`src/rtl/alu_issue_scheduler.sv`:
```
// Two-requester round-robin issue front-end for the shared 32-bit ALU. It holds the
// ALU inputs for a per-op latency. Optional ALU_SCHED_ILLEGAL_TRAP_EN traps op >= 14.
module alu_issue_scheduler #(
  parameter int unsigned MUL_LAT = 4,
  parameter int unsigned DIV_LAT = 8
) (
  input  logic        clk,
  input  logic        rst_n,
  input  logic        req0_valid,
  output logic        req0_ready,
  input  logic [4:0]  req0_op,
  input  logic [31:0] req0_a,
  input  logic [31:0] req0_b,
  input  logic        req1_valid,
  output logic        req1_ready,
  input  logic [4:0]  req1_op,
  input  logic [31:0] req1_a,
  input  logic [31:0] req1_b,
  output logic [31:0] alu_a,
  output logic [31:0] alu_b,
  output logic [4:0]  alu_sel,
  input  logic [63:0] alu_out,
  output logic        rsp_valid,
  input  logic        rsp_ready,
  output logic        rsp_id,
  output logic [63:0] rsp_data,
  output logic        rsp_err,
  output logic        busy
);

  localparam logic [3:0] MUL_M1 = 4'(MUL_LAT - 1);
  localparam logic [3:0] DIV_M1 = 4'(DIV_LAT - 1);

  typedef enum logic [1:0] {IDLE, EXEC, RESP} state_t;

  state_t      state_q, state_d;
  logic        last_q, last_d;
  logic [3:0]  cnt_q, cnt_d;
  logic [31:0] alu_a_q, alu_a_d;
  logic [31:0] alu_b_q, alu_b_d;
  logic [4:0]  alu_sel_q, alu_sel_d;
  logic [63:0] rsp_data_q, rsp_data_d;
  logic        rsp_id_q, rsp_id_d;
  logic        rsp_err_q, rsp_err_d;
  logic        illegal_q, illegal_d;

  logic        grant0, grant1, accept;
  logic        acc_id;
  logic [4:0]  acc_op;
  logic [31:0] acc_a, acc_b;
  logic        acc_illegal;
  logic [3:0]  acc_lat_m1;

  // State register
  always_ff @(posedge clk or negedge rst_n) begin
    if (!rst_n) begin
      state_q    <= IDLE;
      last_q     <= 1'b1;
      cnt_q      <= '0;
      alu_a_q    <= '0;
      alu_b_q    <= '0;
      alu_sel_q  <= '0;
      rsp_data_q <= '0;
      rsp_id_q   <= 1'b0;
      rsp_err_q  <= 1'b0;
      illegal_q  <= 1'b0;
    end else begin
      state_q    <= state_d;
      last_q     <= last_d;
      cnt_q      <= cnt_d;
      alu_a_q    <= alu_a_d;
      alu_b_q    <= alu_b_d;
      alu_sel_q  <= alu_sel_d;
      rsp_data_q <= rsp_data_d;
      rsp_id_q   <= rsp_id_d;
      rsp_err_q  <= rsp_err_d;
      illegal_q  <= illegal_d;
    end
  end

  // Round-robin grant: on a tie the requester not granted last wins
  always_comb begin
    grant0 = req0_valid & (~req1_valid | last_q);
    grant1 = req1_valid & (~req0_valid | ~last_q);
    acc_id = grant1;
    acc_op = grant1 ? req1_op : req0_op;
    acc_a  = grant1 ? req1_a  : req0_a;
    acc_b  = grant1 ? req1_b  : req0_b;
`ifdef ALU_SCHED_ILLEGAL_TRAP_EN
    acc_illegal = (acc_op >= 5'd14);
`else
    acc_illegal = 1'b0;
`endif
    case (acc_op)
      5'd2:    acc_lat_m1 = MUL_M1;
      5'd3:    acc_lat_m1 = DIV_M1;
      default: acc_lat_m1 = '0;
    endcase
  end

  // Next-state and datapath
  always_comb begin
    state_d    = state_q;
    last_d     = last_q;
    cnt_d      = cnt_q;
    alu_a_d    = alu_a_q;
    alu_b_d    = alu_b_q;
    alu_sel_d  = alu_sel_q;
    rsp_data_d = rsp_data_q;
    rsp_id_d   = rsp_id_q;
    rsp_err_d  = rsp_err_q;
    illegal_d  = illegal_q;
    unique case (state_q)
      IDLE: begin
        if (accept) begin
          alu_a_d   = acc_a;
          alu_b_d   = acc_b;
          if (!acc_illegal) alu_sel_d = acc_op;
          rsp_id_d  = acc_id;
          last_d    = acc_id;
          illegal_d = acc_illegal;
          cnt_d     = acc_lat_m1;
          state_d   = EXEC;
        end
      end
      EXEC: begin
        if (cnt_q == '0) begin
          rsp_data_d = illegal_q ? '0 : alu_out;
          rsp_err_d  = illegal_q;
          state_d    = RESP;
        end else begin
          cnt_d = cnt_q - 4'd1;
        end
      end
      RESP: begin
        if (rsp_ready) state_d = IDLE;
      end
      default: state_d = IDLE;
    endcase
  end

  // Outputs
  always_comb begin
    req0_ready = (state_q == IDLE) & grant0;
    req1_ready = (state_q == IDLE) & grant1;
    accept     = req0_ready | req1_ready;
    rsp_valid  = (state_q == RESP);
    busy       = (state_q != IDLE);
    alu_a      = alu_a_q;
    alu_b      = alu_b_q;
    alu_sel    = alu_sel_q;
    rsp_data   = rsp_data_q;
    rsp_id     = rsp_id_q;
    rsp_err    = rsp_err_q;
  end

endmodule
```
`config.mk`:
```
export PLATFORM = sky130hd
export DESIGN_NAME = alu_issue_scheduler
export DESIGN_NICKNAME = d
export VERILOG_FILES = /design/src/rtl/alu_issue_scheduler.sv
export SDC_FILE = /design/constraint.sdc
export NUM_CORES = 1
export LEC_CHECK = 0
export ABC_AREA = 1
export ABC_CLOCK_PERIOD_IN_PS = 1550
export BUFFER_PORTS_ARGS = -buffer_cell sky130_fd_sc_hd__buf_2
export CAP_MARGIN = 20
export CORE_AREA = 2 2 135 137
export DETAILED_ROUTE_END_ITERATION = 12
export DIE_AREA = 0 0 137 139
export GPL_TIMING_DRIVEN = 0
export PLACE_DENSITY = 0.81
export SYNTH_ARGS = -nofsm -noshare
export SYNTH_HDL_FRONTEND = slang
export SYNTH_SLANG_ARGS = --single-unit
```
`constraint.sdc`:
```
create_clock -name clk -period 1.55 [get_ports clk]
set_clock_uncertainty 0.15 [all_clocks]
set_input_delay 0.31 -clock clk [delete_from_list [all_inputs] [get_ports clk]]
set_output_delay 0.31 -clock clk [all_outputs]
set_load 0.01 [all_outputs]
```
==> metrics.txt, run 1 <==
status=finished, violations left; failing checks=negative setup slack; # IOs=roughly 350; DR iter-0 viols=~290; slew margin rel.=53.1%; Yosys top cell by area=dfrtp_1; Total GRT Usage=24.5%; CP delay by family, top=flip-flops; final period utilization=116%; post-synth top area share=55.5%; grt met3 use=7.13%; worst setup margin=-0.252 ns; Synth Flop Type=dfrtp_1; GP Congestion=0.851; leakage power=between 5 and 6 nW; Synth Register Bits=141; Slew @ Worst Pin=0.704 ns; # nets final=1,295; Worst-Skew Late Latency=0.41 ns; total power=21.0 mW; crit path time final=~1.8 ns; Worst path most repeated cell=inv_2; detailed-route DRC error count=0; final setup violation count=about 140; post-synthesis cell type count=25; Crit. Startpoint=last_q$_DFFE_PN1P_; largest net degree at the start of global routing=82; DP Area=8380 µm²; Reg-to-Reg Start=state_q[1]$_DFFE_PN0P_; asr flop ratio synth=100%; Max Clk Rate=555 MHz; met1 Usage GRT=26.1%; hold wc startpoint=req1_b[13]; CP max-delay cell=dfstp_2; CTS buffer count=17; Hold Vio Cnt, Final=0; met2 usage=between 40 and 50%; Synth top cells by count=140 x dfrtp_1, 90 x nand2_1, 74 x nor2_1, 71 x nand3_1, 65 x a31oi_1; die height=139 µm; core area=~18,000 µm²; sequential fraction of the synthesis area=~56%; syn_nets=802; DP Wirelength=~16,000 µm; Crit Path Max Fanout=3; CTS tree=done; crit end category=output pin; Worst EP arrival=roughly 1.3 ns; GR Overflow Total=0; vias in the first global route=6,709; Worst path depth=5; die area=approximately 19,000 µm²; WHS Path Cells=3; Syn. warnings=0; max cap viols=0; Area growth, synth to finish=66.2%; worst path cell trace=inv_2 > nand2_2 > nand3_2 > inv_2 > buf_6; vias=about 6,600; Worst Hold Class=in -> reg; Most Crowded Layer GR=met2; clk buf depth=2; Final Non-Filler Cells=1,331; ratio of cells with drive above 1 in the final layout=46.7%; syn_area_per_cell=10.6 µm²; Crit path largest cell delay=0.57 ns; buffers and inverters on the worst path=3; Worst R2R Path Depth=7; Pre-antenna DRT Iters=5; synthesized area=6310 µm²; ANT nets after route=0; filler cell count=roughly 1,400; Post-synth EDFFs=0; clock net sink count=around 140; worst vdd ir=0.984 mV; DR WL/cell=18.1 µm; most numerous cell in the Yosys netlist=dfrtp_1; unrepaired setup endpoints after global routing=true; clk slew on worst S/H paths=0.07 ns; first-pass GRT wire length=35,500 µm; initial antenna violation count=2; row count=49; Via density=4.95; Port Buf Inserts=343; leading post-synthesis cells by cell area=dfrtp_1 56%, mux2_4 12%, a31oi_1 6.4%, nand3_1 5.6%, nand2_1 5.4%; H-tree depth=4; Max Slew Vio Count=0; final instance area=around 10,000 µm²; critical path type=reg -> out; cells after synthesis=594; pwr dens=2010 nW/µm²; Critical Path RT=1.09 ns; CTS root buf=clkbuf_16; DIE WIDTH=137 µm; post-layout util=59.4%; initial core utilization=35.7%; hold_ws=0.0157 ns; DRT Wirelength=24,100 µm; Cells after DPL=1,167; crit path launch type=flop
[sequential cells by signal (all words and copies together), names as in the netlist]
signal,cells
alu_a,32
alu_sel,5
state_q,2
rsp_id,1
last_q,1
rsp_data,64
cnt_q,4
alu_b,32
[metrics by stage]
step | TNS, ns | setup slack (ns)
floorplan | 0 | 0.00133
global placement | -298.29 | -1.94
detailed placement | -30.32 | -0.634
CTS | -22.46 | -0.266
global route | -33.08 | -0.311
finish | -21.83 | -0.252
[cell type report]
cell class	instances	area, µm²	area share (%)
clock buffers	17	425	4.06
diodes	2	5.00	0.0477
flip-flops and latches	141	3530	33.7
well taps	229	287	2.73
inverters	21	78.8	0.752
multi-input cells	388	2500	23.8
repair buffers	474	3090	29.4
plain buffers	44	418	3.99
clock inverters	15	153	1.46
[kinds of logic after synthesis]
| logic type | share of synthesized area (%) |
|---|---|
| flip-flops | 56.0 |
| AND/OR/NAND/NOR | 16.4 |
| buffers and inverters | 5.57 |
| other | 0.0594 |
| multiplexers | 14.3 |
| AO/OA/AOI/OAI | 7.52 |
| adder cells (fa/ha/maj) | 0.198 |
[cells in the final DEF (no fill, tap or decap), types with 3 or more instances in the layout]
cell type and n:
nand3_1 68, buf_2 345, clkbuf_1 5, inv_1 14, o21ai_0 6, buf_6 12
nor2_1 73, a31oi_1 65, clkbuf_2 5, a21oi_1 4, inv_6 5, nand2_2 3
nand2_4 3, nand2_1 87, inv_8 3, inv_2 7, dlygate4sd3_1 116, buf_8 11
mux2_4 49, clkinvlp_4 3, dfrtp_1 140, clkbuf_16 17, mux2_2 15, buf_4 17
[final timing paths]
check | endpoint | slack [ns]
min in group asynchronous | alu_a[16]$_DFFE_PN0P_ | 0.28
max in group asynchronous | rsp_data[43]$_DFFE_PN0P_ | 0.16
max | req0_ready | -0.25
max reg2reg | rsp_data[23]$_DFFE_PN0P_ | -0.21
min reg2reg | alu_sel[0]$_DFFE_PN0P_ | 0.34
min | alu_b[13]$_DFFE_PN0P_ | 0.02
[report_power, final]
group	internal [mW]	switching [mW]	total [mW]
sequential	5.62	1.12	6.74
combinational	5.08	5.17	10.2
clock	2.27	1.78	4.05
[layer usage]
metal | up-vias | share of wire [%] | wire length, µm
met5 | - | 0 | 0
met4 | 0 | 4.1 | 985
met3 | 77 | 8.7 | 2110
met2 | 379 | 50 | 12200
met1 | 3102 | 37 | 8870
li1 | 3024 | - | -
[repair_timing]
action	CTS	global route
setup buffers	7	5
gates resized for setup	56	12
endpoints found under the setup margin	141	142
pin swaps	3	1
cloned	2	0
endpoints found under the hold margin	170	0
hold buffers	116	0
[tightest hold or removal path, delay by kind of cell]
kind / cells / cell delay [ns]
buf+inv: 1 / 0.10
compound gates: 1 / 0.08
simple gates: 1 / 0.07
Power figures use the tool's default switching activity.
==> inputs of run 2 (changes only) <==
--- a/config.mk
+++ b/config.mk
@@ -15,4 +15,5 @@
 export GPL_TIMING_DRIVEN = 0
 export PLACE_DENSITY = 0.81
+export SKIP_LAST_GASP = 1
 export SYNTH_ARGS = -nofsm -noshare
 export SYNTH_HDL_FRONTEND = slang
==> constraint.sdc (replaced) <==
create_clock -name clk -period 1.55 [get_ports clk]
set_clock_uncertainty 0.15 [all_clocks]
set_input_delay 0.0775 -clock clk [delete_from_list [all_inputs] [get_ports clk]]
set_output_delay 0.0775 -clock clk [all_outputs]
set_load 0.01 [all_outputs]
==> metrics.txt, run 2 (synthesis gave the netlist of run 1 again) <==
status=finished, violations left (unchanged); failing checks=negative setup slack (unchanged); clk slew on worst S/H paths=0.07 ns (about the same); Storage cell area=3530 µm² (unchanged); # nets final=1,392 (was 1,295); critical path type=reg -> reg (was reg -> out); internal reg-to-reg setup slack=-0.18 ns (was -0.21 ns); initial core utilization=35.7% (unchanged); worst hold path endpoint=alu_b[28]$_DFFE_PN0P_ (was alu_b[13]$_DFFE_PN0P_); Worst EP arrival=1.90 ns (was 1.34 ns); DIE WIDTH=137 µm (unchanged); slew margin rel.=42.4% (was 53.1%); die area=19,000 µm² (unchanged); detailed-route DRC error count=0 (unchanged); Area growth, synth to finish=83.7% (was 66.2%); pre-CTS setup slack=-0.572 ns (was -0.634 ns); post-layout util=65.6% (was 59.4%); Worst Hold Class=in -> reg (unchanged); H-tree depth=4 (unchanged); Worst R2R Path Depth=8 (was 7); Cells after DPL=1,167 (unchanged); multi-input logic area=2600 µm² (was 2500 µm²); largest net degree at the start of global routing=82 (unchanged); Crit Path Max Fanout=6 (was 3); vias=7,430 (was 6,582); pwr dens=1900 nW/µm² (was 2010 nW/µm²); DP Wirelength=15,800 µm (unchanged); Reg-to-Reg Start=last_q$_DFFE_PN1P_ (was state_q[1]$_DFFE_PN0P_); Worst R2R End=alu_b[24]$_DFFE_PN0P_ (was rsp_data[23]$_DFFE_PN0P_); worst path cell trace=inv_2 > nand2_2 > nand3_2 > nand2_4 > buf_12 > buf_8 > nor2_1 > a31oi_1 (was inv_2 > nand2_2 > nand3_2 > inv_2 > buf_6); Worst-Skew Late Latency=0.42 ns (was 0.41 ns); Crit path largest cell delay=0.57 ns (about the same); crit path time final=1.73 ns (was 1.80 ns); vias in the first global route=7,730 (was 6,709); core area=17,700 µm² (unchanged); die height=139 µm (unchanged); filler cell count=1,204 (was 1,384); max FFs per register=64 (unchanged); DP Area=8380 µm² (unchanged); CTS root buf=clkbuf_16 (unchanged); GP Congestion=0.851 (unchanged); max cap viols=0 (unchanged); Pre-antenna DRT Iters=6 (was 5); Max Clk Rate=577 MHz (was 555 MHz); initial antenna violation count=2 (unchanged); hold wc startpoint=req1_valid (was req1_b[13]); CP max-delay cell=dfstp_2 (unchanged); most frequent cells in the layout=341 x buf_2, 208 x dlygate4sd3_1, 140 x dfrtp_1 (was 345 x buf_2, 140 x dfrtp_1, 116 x dlygate4sd3_1); CTS buffer count=17 (unchanged); clk buf depth=2 (unchanged); worst vdd ir=1.02 mV (was 0.984 mV); first-pass GRT wire length=40,900 µm (was 35,500 µm); row count=49 (unchanged); GR Overflow Total=0 (unchanged); Hold Vio Cnt, Final=0 (unchanged); ANT nets after route=0 (unchanged); ratio of cells with drive above 1 in the final layout=44.2% (was 46.7%); Slew @ Worst Pin=0.864 ns (was 0.704 ns); crit path launch type=flop (unchanged); final setup violation count=131 (was 141); DR WL/cell=19.7 µm (was 18.1 µm); Via density=5.20 (was 4.95); WHS Path Cells=4 (was 3); unrepaired setup endpoints after global routing=true (unchanged); Max Slew Vio Count=0 (unchanged); Total GRT Usage=28.1% (was 24.5%); # IOs=346 (unchanged); worst setup margin=-0.185 ns (was -0.252 ns); crit end category=flop (was output pin); Critical Path RT=1.72 ns (was 1.09 ns); commonest non-fill, non-tap cell in the layout=buf_2 (unchanged); hold_ws=0.0397 ns (was 0.0157 ns); CTS tree=done (unchanged); final period utilization=112% (was 116%); Port Buf Inserts=343 (unchanged); DR iter-0 viols=471 (was 285); final instance area=11,600 µm² (was 10,500 µm²); DRT Wirelength=28,100 µm (was 24,100 µm); clock net sink count=141 (unchanged); leakage power=5.76 nW (was 5.31 nW); Crit. Startpoint=last_q$_DFFE_PN1P_ (unchanged); Final Non-Filler Cells=1,428 (was 1,331)
[run 2: changes by cell type in the layout (fill, tap and decap cells not counted), sizes merged]
cell           delta
buf               +3
bufbuf            -1
clkbuf            +4
clkdlybuf4s15     -1
dlygate4sd3      +92
[run 2: how the worst max path moves through the flow]
stage                                           to  slack, ns  depth (start not counted)
after floorplan           rsp_data[14]$_DFFE_PN0P_      0.001                          6
after global placement    rsp_data[39]$_DFFE_PN0P_      -1.71                          1
after detailed placement     alu_a[20]$_DFFE_PN0P_      -0.57                          5
after CTS                 rsp_data[51]$_DFFE_PN0P_      -0.11                          7
after global routing         alu_a[12]$_DFFE_PN0P_      -0.24                          8
final                        alu_b[24]$_DFFE_PN0P_      -0.18                          8
[run 2: cell type report]
class | count | area share, %
Antenna cell | 2 | 0.0432
Multi-Input combinational cell | 388 | 22.4
Tap cell | 229 | 2.47
Clock inverter | 15 | 1.32
Timing Repair Buffer | 571 | 34.9
Sequential cell | 141 | 30.5
Inverter | 21 | 0.723
Clock buffer | 17 | 3.67
Buffer | 44 | 4.05
[run 2: timing repair]
| action | CTS | global route |
|---|---|---|
| endpoints found under the hold margin | 232 | 0 |
| hold buffers | 208 | 0 |
| resized for setup | 65 | 28 |
| endpoints found under the setup margin | 139 | 140 |
| setup buffers | 7 | 9 |
| gates cloned | 0 | 3 |
| pin swaps | 2 | 2 |
[run 2: per-stage QoR]
| step | total power, mW | TNS, ns |
|---|---|---|
| 6_report | 22.0 | -15.71 |
| 5_1_grt | 23.1 | -24.61 |
| 4_1_cts | 20.7 | -9.09 |
| 3_5_place_dp | 15.6 | -29.64 |
| 3_3_place_gp | 15.4 | -264.85 |
| 2_1_floorplan | 12.0 | 0 |
[run 2: power breakdown]
group	switching, mW	leakage (nW)	total (mW)	internal [mW]
Combinational	5.61	3.86	11.1	5.45
Sequential	1.23	1.62	6.86	5.62
Clock	1.80	0.277	4.07	2.27
Total	8.64	5.76	22.0	13.3
[run 2: worst max-delay path, delay by kind of cell, from the launching register on]
family	cells	cell delay, ns
compound gates	1	0.22
buf+inv	3	0.32
flops	1	0.57
simple gates	4	0.36
[run 2: routing by layer]
layer	track usage (%)	routed length, µm	vias to the layer above
met4	17.9	1640	0
met3	8.19	2800	150
met5	0	0	-
li1	-	-	3212
met1	30.2	9870	3490
met2	47.7	13800	578
==> inputs of run 3 (changes only) <==
- ABC_AREA: 1 -> unset
- CORE_AREA: 2 2 135 137 -> 2 2 133 135
- DIE_AREA: 0 0 137 139 -> 0 0 135 137
==> metrics.txt, run 3 <==
clock net sink count=141 (unchanged); buffers and inverters on the worst path=3 (unchanged); Comb pwr share=47.1% (was 50.3%); Final Non-Filler Cells=1,324 (was 1,428); Worst R2R Path Depth=7 (was 8); Reg-to-Reg Start=cnt_q[1]$_DFFE_PN0P_ (was last_q$_DFFE_PN1P_); Area growth, synth to finish=93.8% (was 83.7%); post-synth top area share=58.8% (was 55.5%); die area=18,500 µm² (was 19,000 µm²); Int Pwr=12.6 mW (was 13.3 mW); Port Buf Inserts=344 (was 343); sequential fraction of the synthesis area=59.2% (was 56.0%); unrepaired setup endpoints after global routing=true (unchanged); Hold Vio Cnt, Final=0 (unchanged); clk slew on worst S/H paths=0.06 ns (was 0.07 ns); max FFs per register=64 (unchanged); CP max-delay cell=dfrtp_1 (was dfstp_2); Synth Flop Type=dfrtp_1 (unchanged); worst setup margin=-0.266 ns (was -0.185 ns); leading post-synthesis cells by cell area=dfrtp_1 59%, mux2_2 12%, mux2i_1 12%, o21ai_0 6.0%, nand2_1 4.7% (was dfrtp_1 56%, mux2_4 12%, a31oi_1 6.4%, nand3_1 5.6%, nand2_1 5.4%); crit end category=flop (unchanged); internal reg-to-reg setup slack=-0.27 ns (was -0.18 ns); vias=6,493 (was 7,430); final setup violation count=137 (was 131); detailed-route DRC error count=0 (unchanged); initial core utilization=34.9% (was 35.7%); final period utilization=117% (was 112%); filler cell count=1,138 (was 1,204); post-layout util=67.7% (was 65.6%); CTS buffer count=17 (unchanged); Via density=4.90 (was 5.20); initial antenna violation count=0 (was 2); die height=137 µm (was 139 µm); worst path cell trace=inv_1 > ha_2 > nor3b_4 > nand2_2 > buf_8 > buf_6 > mux2_2 (was inv_2 > nand2_2 > nand3_2 > nand2_4 > buf_12 > buf_8 > nor2_1 > a31oi_1); Crit path largest cell delay=0.38 ns (was 0.57 ns); DIE WIDTH=135 µm (was 137 µm); max cap viols=0 (unchanged); CTS root buf=clkbuf_16 (unchanged); Max Clk Rate=551 MHz (was 577 MHz); Worst R2R End=rsp_data[51]$_DFFE_PN0P_ (was alu_b[24]$_DFFE_PN0P_); Syn. warnings=0 (unchanged); CTS tree=done (unchanged); syn_nets=694 (was 802); # IOs=346 (unchanged); DR WL/cell=19.1 µm (was 19.7 µm); crit path time final=1.82 ns (was 1.73 ns); first-pass GRT wire length=36,100 µm (was 40,900 µm); failing checks=negative setup slack (unchanged); # nets final=1,294 (was 1,392); Worst-Skew Late Latency=0.41 ns (was 0.42 ns); DRT Wirelength=25,300 µm (was 28,100 µm); Yosys top cell by area=dfrtp_1 (unchanged); synthesized area=5960 µm² (was 6310 µm²); Post-synth EDFFs=0 (unchanged); syn_area_per_cell=12.3 µm² (was 10.6 µm²); CP delay by family, top=flip-flops (unchanged); ANT nets after route=0 (unchanged); hold_ws=0.0652 ns (was 0.0397 ns); Clock Power Share=19.8% (was 18.5%); pwr dens=1740 nW/µm² (was 1900 nW/µm²); switching power share of the total=37.4% (was 39.3%); Slew @ Worst Pin=0.576 ns (was 0.864 ns); GR Overflow Total=0 (unchanged); row count=48 (was 49); Critical Path RT=1.68 ns (was 1.72 ns); sequential share of power=33.1% (was 31.2%); asr flop ratio synth=100% (unchanged); status=finished, violations left (unchanged); Cells after DPL=1,056 (was 1,167); ratio of cells with drive above 1 in the final layout=49.8% (was 44.2%); vias in the first global route=7,085 (was 7,730); total power=20.1 mW (was 22.0 mW); Pre-antenna DRT Iters=5 (was 6); leakage power=5.60 nW (was 5.76 nW); Synth Register Bits=141 (unchanged); Inserted Diodes=0 (was 2); most numerous cell in the Yosys netlist=dfrtp_1 (unchanged); DP Wirelength=13,100 µm (was 15,800 µm); largest net degree at the start of global routing=83 (was 82); commonest non-fill, non-tap cell in the layout=buf_2 (unchanged); crit path launch type=flop (unchanged); H-tree depth=4 (unchanged); Max Slew Vio Count=0 (unchanged); Worst Hold Class=in -> async (was in -> reg); clk buf depth=2 (unchanged); post-synthesis cell type count=31 (was 25); DR iter-0 viols=219 (was 471); cells after synthesis=486 (was 594); Synth top cells by count=140 x dfrtp_1, 74 x nand2_1, 72 x o21ai_0, 71 x mux2i_1, 64 x mux2_2 (was 140 x dfrtp_1, 90 x nand2_1, 74 x nor2_1, 71 x nand3_1, 65 x a31oi_1); most frequent cells in the layout=345 x buf_2, 206 x dlygate4sd3_1, 140 x dfrtp_1 (was 341 x buf_2, 208 x dlygate4sd3_1, 140 x dfrtp_1); worst vdd ir=0.860 mV (was 1.02 mV); Psw=7.51 mW (was 8.64 mW); core area=17,100 µm² (was 17,700 µm²); critical path type=reg -> reg (unchanged); slew margin rel.=61.6% (was 42.4%); Total GRT Usage=25.5% (was 28.1%); Crit Path Max Fanout=10 (was 6); GP Congestion=0.788 (was 0.851); Worst EP arrival=1.95 ns (was 1.90 ns)
## run 3: changes by cell type after synthesis, moves of 49 or more
cell     before  now
mux2i_1       0   71
a31oi_1      65    1
mux2_4       49    0
nand3_1      71    1
o21ai_0       8   72
mux2_2       15   64
nor2_1       74    3
## run 3: worst register-to-register path: stages, from the launching register on
cell and delay [ns]:
dfrtp_1 0.38, inv_1 0.06, ha_2 0.17, nor3b_4 0.21, nand2_2 0.11, buf_8 0.17
buf_6 0.15, mux2_2 0.29
## run 3: final cells by class
type	count	area, µm²	area share [%]
sequential	141	3530	30.6
multi-input combinational	307	2580	22.4
buffer	29	294	2.55
inverter	7	26.3	0.227
clock buffer	19	443	3.83
timing repair buffer	583	4260	36.9
clock inverter	13	130	1.13
tap	225	282	2.44
## run 3: metal layers
metal	wire length (µm)	up-vias	track usage [%]
met3	1740	120	6.96
met4	1360	0	14.5
met5	0	-	0
met1	8720	3121	25.8
li1	-	2892	-
met2	13500	360	47.2
## run 3: worst max-delay path by stage
stage          depth (start not counted)                   start  slack [ns]                        to
2_1_floorplan                          7    cnt_q[0]$_DFFE_PN0P_       -0.15  rsp_data[14]$_DFFE_PN0P_
3_3_place_gp                           1                   rst_n       -1.71     alu_a[12]$_DFFE_PN0P_
3_5_place_dp                           7  state_q[1]$_DFFE_PN0P_       -0.47     alu_b[20]$_DFFE_PN0P_
4_1_cts                                7    cnt_q[1]$_DFFE_PN0P_       -0.26  rsp_data[38]$_DFFE_PN0P_
5_1_grt                                7    cnt_q[0]$_DFFE_PN0P_       -0.33  rsp_data[51]$_DFFE_PN0P_
6_report                               7    cnt_q[1]$_DFFE_PN0P_       -0.27  rsp_data[51]$_DFFE_PN0P_
## run 3: logic make-up (layout without fill, tap and decap cells)
group	count (synthesis)	after routing	share of synthesized area, %
multiplexers	135	135	24.0
AND/OR/NAND/NOR	88	88	6.19
adder cells (fa/ha/maj)	1	1	0.210
buffers and inverters	38	651	3.02
flip-flops	141	141	59.2
AO/OA/AOI/OAI	82	82	7.26
other	1	1	0.0629
## run 3: power by group through the flow
| stage | sequential (mW) | clock, mW | combinational [mW] |
|---|---|---|---|
| 5_1_grt | 6.81 | 4.26 | 10.1 |
| 2_1_floorplan | 7.36 | 0 | 3.36 |
| 6_report | 6.65 | 3.97 | 9.46 |
| 3_3_place_gp | 6.43 | 0 | 7.19 |
| 4_1_cts | 6.50 | 4.07 | 8.45 |
| 3_5_place_dp | 6.55 | 0 | 7.41 |
## run 3: repair_timing
| action | in CTS | in global routing |
|---|---|---|
| endpoints found under the setup margin | 141 | 141 |
| setup buffers | 16 | 10 |
| hold endpoints to repair | 208 | 0 |
| hold buffers | 206 | 0 |
| pin swaps | 3 | 5 |
| resized for setup | 78 | 125 |
| cloned | 2 | 4 |
## run 3: through the flow
stage | setup slack [ns] | setup TNS, ns | cell area [µm²]
floorplan | -0.152 | -8.44 | 6010
global placement | -1.71 | -279.70 | 8020
detailed placement | -0.471 | -44.27 | 8050
CTS | -0.260 | -18.16 | 11000
global route | -0.330 | -31.61 | 11600
finish | -0.266 | -23.45 | 11600
